[config.mk]
export PLATFORM = sky130hd
export DESIGN_NAME = pipe_addsub
export DESIGN_NICKNAME = d
export VERILOG_FILES = /design/src/rtl/pipe_addsub.sv
export SDC_FILE = /design/constraint.sdc
export NUM_CORES = 1
export LEC_CHECK = 0
export ABC_AREA = 1
export BUFFER_PORTS_ARGS = -buffer_cell sky130_fd_sc_hd__clkbuf_2
export CORE_MARGIN = 5
export CORE_UTILIZATION = 40
export DETAILED_ROUTE_END_ITERATION = 16
export PLACE_DENSITY_LB_ADDON = 0.1
export SLEW_MARGIN = 20
export SYNTH_ARGS = -nofsm -noshare
export SYNTH_HDL_FRONTEND = slang
export SYNTH_SLANG_ARGS = --single-unit
[constraint.sdc]
create_clock -name clk -period 5.25 [get_ports clk]
set_clock_uncertainty 0.15 [all_clocks]
set_input_delay 0.2625 -clock clk [delete_from_list [all_inputs] [get_ports clk]]
set_output_delay 0.2625 -clock clk [all_outputs]
set_load 0.02 [all_outputs]
[src/rtl/pipe_addsub.sv]
// Pipelined WIDTH-bit adder/subtractor with valid/ready flow control.
// The carry chain is cut into STAGES chunks, one chunk resolved per pipeline stage.
module pipe_addsub #(
  parameter int WIDTH  = 32,
  parameter int STAGES = 2
) (
  input  logic             clk,
  input  logic             reset,
  input  logic             in_valid,
  output logic             in_ready,
  input  logic [WIDTH-1:0] a,
  input  logic [WIDTH-1:0] b,
  input  logic             carryin,
  input  logic             sub,
  output logic             out_valid,
  input  logic             out_ready,
  output logic [WIDTH-1:0] sum,
  output logic             carryout,
  output logic             overflow,
  output logic             zero
);

  localparam int CW   = WIDTH / STAGES;
  localparam int LAST = STAGES - 1;

  function automatic logic [CW:0] chunk_add(input logic [CW-1:0] x,
                                            input logic [CW-1:0] y,
                                            input logic          ci);
    return {1'b0, x} + {1'b0, y} + {{CW{1'b0}}, ci};
  endfunction

  logic [WIDTH-1:0] a_p   [STAGES];
  logic [WIDTH-1:0] b_p   [STAGES];
  logic [WIDTH-1:0] s_p   [STAGES];
  logic             c_p   [STAGES];
  logic             vld_p [STAGES];
  logic [STAGES-1:0] adv;

  // A stage moves when it is empty or its successor moves; empty slots refill under a stall.
  always_comb begin
    logic go;
    go  = out_ready;
    adv = '0;
    for (int k = LAST; k >= 0; k--) begin
      go     = ~vld_p[k] | go;
      adv[k] = go;
    end
  end

  assign in_ready = adv[0] & ~reset;

  for (genvar k = 0; k < STAGES; k++) begin : g_stage
    logic [WIDTH-1:0] src_a, src_b, src_s, nxt_s;
    logic             src_c, src_v;
    logic [CW:0]      res;

    if (k == 0) begin : g_first
      // Stage 0 boundary: subtract is folded into an inverted operand plus forced carry-in.
      assign src_a = a;
      assign src_b = sub ? ~b : b;
      assign src_c = sub | carryin;
      assign src_s = '0;
      assign src_v = in_valid & in_ready;
    end else begin : g_next
      // Stage k boundary: carry and partial sum arrive registered from stage k-1.
      assign src_a = a_p[k-1];
      assign src_b = b_p[k-1];
      assign src_c = c_p[k-1];
      assign src_s = s_p[k-1];
      assign src_v = vld_p[k-1];
    end

    assign res = chunk_add(src_a[k*CW +: CW], src_b[k*CW +: CW], src_c);

    always_comb begin
      nxt_s              = src_s;
      nxt_s[k*CW +: CW]  = res[CW-1:0];
    end

    always_ff @(posedge clk) begin
      if (reset) begin
        vld_p[k] <= 1'b0;
      end else if (adv[k]) begin
        vld_p[k] <= src_v;
      end
    end

    always_ff @(posedge clk) begin
      if (adv[k] && src_v) begin
        a_p[k] <= src_a;
        b_p[k] <= src_b;
        s_p[k] <= nxt_s;
        c_p[k] <= res[CW];
      end
    end
  end

  // Output boundary: results are forced to zero whenever nothing is presented.
  assign out_valid = vld_p[LAST];
  assign sum       = out_valid ? s_p[LAST] : '0;
  assign carryout  = out_valid & c_p[LAST];
  assign overflow  = out_valid & (a_p[LAST][WIDTH-1] == b_p[LAST][WIDTH-1])
                               & (s_p[LAST][WIDTH-1] != a_p[LAST][WIDTH-1]);
  assign zero      = out_valid & (s_p[LAST] == '0);

endmodule

==> flow_metrics.env <==
export IMPL_cts_repair_resized=0
export IMPL_place_congestion=0.811
export IMPL_netlist_area_um2=5320
export IMPL_cp_data_required_time_ns=4.84
export IMPL_drtIter0Drc=189
export IMPL_syn_area_per_cell_um2=8.73
export IMPL_placed_cell_area_um2=6060
export IMPL_drc=0
export IMPL_stdcell_area_um2=6500
export IMPL_power_density_nw_per_um2=277
export IMPL_multiInputGateArea_um2=2230
export IMPL_outcome="finished, final reports clean"
export IMPL_ys_seq_area_share_pct=48.5
export IMPL_hold_start="reset"
export IMPL_cp_max_fo=23
export IMPL_cts_tree="yes"
export IMPL_fillerInstances=1316
export IMPL_synth_nets=714
export IMPL_setup_viol_count_final=0
export IMPL_layout_cells_non_filler=919
export IMPL_holdPathEnd="vld_p[1]"
export IMPL_fp_coreArea_um2=13100
export IMPL_p_leak_uw=0.00339
export IMPL_die_h_um=125
export IMPL_synth_warnings=0
export IMPL_area_growth_pct=22.2
export IMPL_drv_slew=0
export IMPL_cts_sinks=86
export IMPL_seqCellArea_um2=2580
export IMPL_ant_nets=0
export IMPL_die_w_um=125
export IMPL_fmax_ghz=0.363
export IMPL_end_kind="output port"
export IMPL_insertion_delay_ns=0.33
export IMPL_grt_max_degree=50
export IMPL_reg2reg_from="c_p[0][0]"
export IMPL_clkTransAtPathRegs_ns=0.06
export IMPL_drt_pass1_iter_count=4
export IMPL_total_power_uw=1800
export IMPL_fin_crit_ns=2.76
export IMPL_yosysTopAreaCell="edfxtp_1"
export IMPL_cts_root_buf="clkbuf_16"
export IMPL_rr_worst_depth=10
export IMPL_finalWorstSetupSlack_ns=2.49
export IMPL_routed_wl_mm=10.9
export IMPL_num_antenna_cells=0
export IMPL_tns_ns=0
export IMPL_grt_usage_pct=14.5
export IMPL_drv_cap=0
export IMPL_hpwl_mm=8.54
export IMPL_wl_per_cell_um=11.8
export IMPL_critPathLaunchType="flop"
export IMPL_die_area_um2=15700
export IMPL_vias=4065
export IMPL_grt_pass1_vias=4241
export IMPL_ios=107
export IMPL_ys_types=26
export IMPL_final_layout_size_suffix_gt1_share_pct=22.1
export IMPL_dp_slack_ns=2.39
export IMPL_cts_buffers=9
export IMPL_holdPathStages=2
export IMPL_ir_worst_vdd_uv=151
export IMPL_timing_rr_end="s_p[0][62]"
export IMPL_tightest_slew_ns=0.962
export IMPL_viasPerCell=4.42
export IMPL_yosys_top_cells_area="edfxtp_1, nand2_1, inv_1, xor2_1, ha_1"
export IMPL_finalHoldViolCount=0
export IMPL_fin_crit_sh_pct=52.5
export IMPL_fin_nets=842
export IMPL_worstSetupPathType="reg -> out"
export IMPL_htree_levels=3
export IMPL_row_count=42
export IMPL_io_buffer_count=106
export IMPL_placed_cells=886
export IMPL_crit_arrival_ns=2.35
export IMPL_rrSetupSlack_ns=2.86
export IMPL_ys_ff_latch=86
export IMPL_min_path_type="in -> reg"
export IMPL_slew_headroom_pct=35.7
export IMPL_start_util_pct=40.5
export IMPL_antenna_found_initial=0
export IMPL_grt_overflow_total=0
export IMPL_grt_setup_unrepaired="false"
export IMPL_grt_pass1_wl_mm=18.6
export IMPL_yosysTopAreaCellShare_pct=48.5
export IMPL_cts_max_path_buffers=2
export IMPL_netlist_instances=610
## routing by layer
layer / track usage [%] / share of wire [%] / vias up
li1: - / - / 2161
met5: 0 / 0 / -
met2: 28.2 / 53 / 68
met3: 1.58 / 2.8 / 16
met4: 6.38 / 2.7 / 0
met1: 15.7 / 41 / 1820
## synthesized netlist by cell type (all sizes together)
| library cell | instances |
|---|---|
| edfxtp | 86 |
| buf | 8 |
| nand2 | 208 |
| xor2 | 43 |
| nor2 | 34 |
| xnor2 | 3 |
| nor3 | 11 |
| nor4 | 2 |
| ha | 30 |
| inv | 128 |
| or2 | 1 |
| a21oi | 17 |
| o21bai | 1 |
| nand4 | 4 |
| o21ai | 3 |
| nand3 | 26 |
| a211oi | 1 |
| fa | 4 |
## critical path: stages, from the launching register on
cell and delay [ns]:
edfxtp_1 0.68, buf_16 0.22, inv_1 0.07, nor3_1 0.45, nand4_1 0.23, nor2_1 0.17
clkbuf_2 0.19
## sequential cells by signal, summed over array words and instances (netlist names)
| signal | cells |
|---|---|
| a_p | 17 |
| b_p | 17 |
| c_p | 2 |
| s_p | 48 |
| vld_p | 2 |
## worst max-delay path by stage
stage,startpoint,slack [ns],to,depth (start not counted)
final,vld_p[1],2.49,zero,6
after global routing,vld_p[1],2.32,zero,6
after CTS,vld_p[1],2.03,zero,5
after detailed placement,vld_p[1],2.39,zero,5
after global placement,vld_p[1],2.46,zero,5
after floorplan,vld_p[1],1.67,a_p[0][16],6
## cell usage in the layout, fill, tap and decap left out, types with 3 or more instances in the layout
cell / instances
nor2_1: 29
inv_2: 9
dlygate4sd3_1: 16
inv_1: 119
fa_1: 4
xor2_1: 43
nor2_2: 3
clkbuf_2: 106
nor3_2: 6
xnor2_1: 3
nor3_1: 5
clkbuf_16: 9
clkbuf_1: 3
nand2_1: 191
nand4_1: 4
ha_1: 30
a21oi_1: 16
nand2_2: 17
edfxtp_1: 86
nand3_1: 24
## what timing repair did
action	4_1_cts	5_1_grt
hold endpoints to repair	16	0
hold buffers	16	0
buffers inserted	0	0
## power by group
group / internal (µW) / leakage [µW] / switching, µW
Combinational: 151 / 0.00246 / 241
Clock: 318 / 0.000120 / 245
Sequential: 828 / 0.000812 / 19.2
Total: 1300 / 0.00339 / 505
## final cells by class
class / instances / share of cell area [%]
Timing Repair Buffer: 125 / 11.3
Multi-Input combinational cell: 388 / 34.2
Clock buffer: 12 / 3.64
Tap cell: 176 / 3.39
Sequential cell: 86 / 39.7
Clock inverter: 4 / 0.366
Inverter: 128 / 7.39
## logic make-up after synthesis
group           share of synthesized area (%)
flops                                    48.5
xor+xnor                                 7.57
fa+ha+maj                                8.56
simple gates                             23.1
buf+inv                                  9.92
compound gates                           2.37
## per-stage QoR
stage | utilization, % | hold WS [ns]
5_1_grt | 49.5 | 0.0773
2_1_floorplan | - | 0.211
6_report | 49.5 | 0.0812
3_5_place_dp | 46.1 | 0.255
4_1_cts | 49.3 | 0.0673
3_3_place_gp | 46.1 | 0.252
No activity file was read; power rests on OpenSTA's default activity.
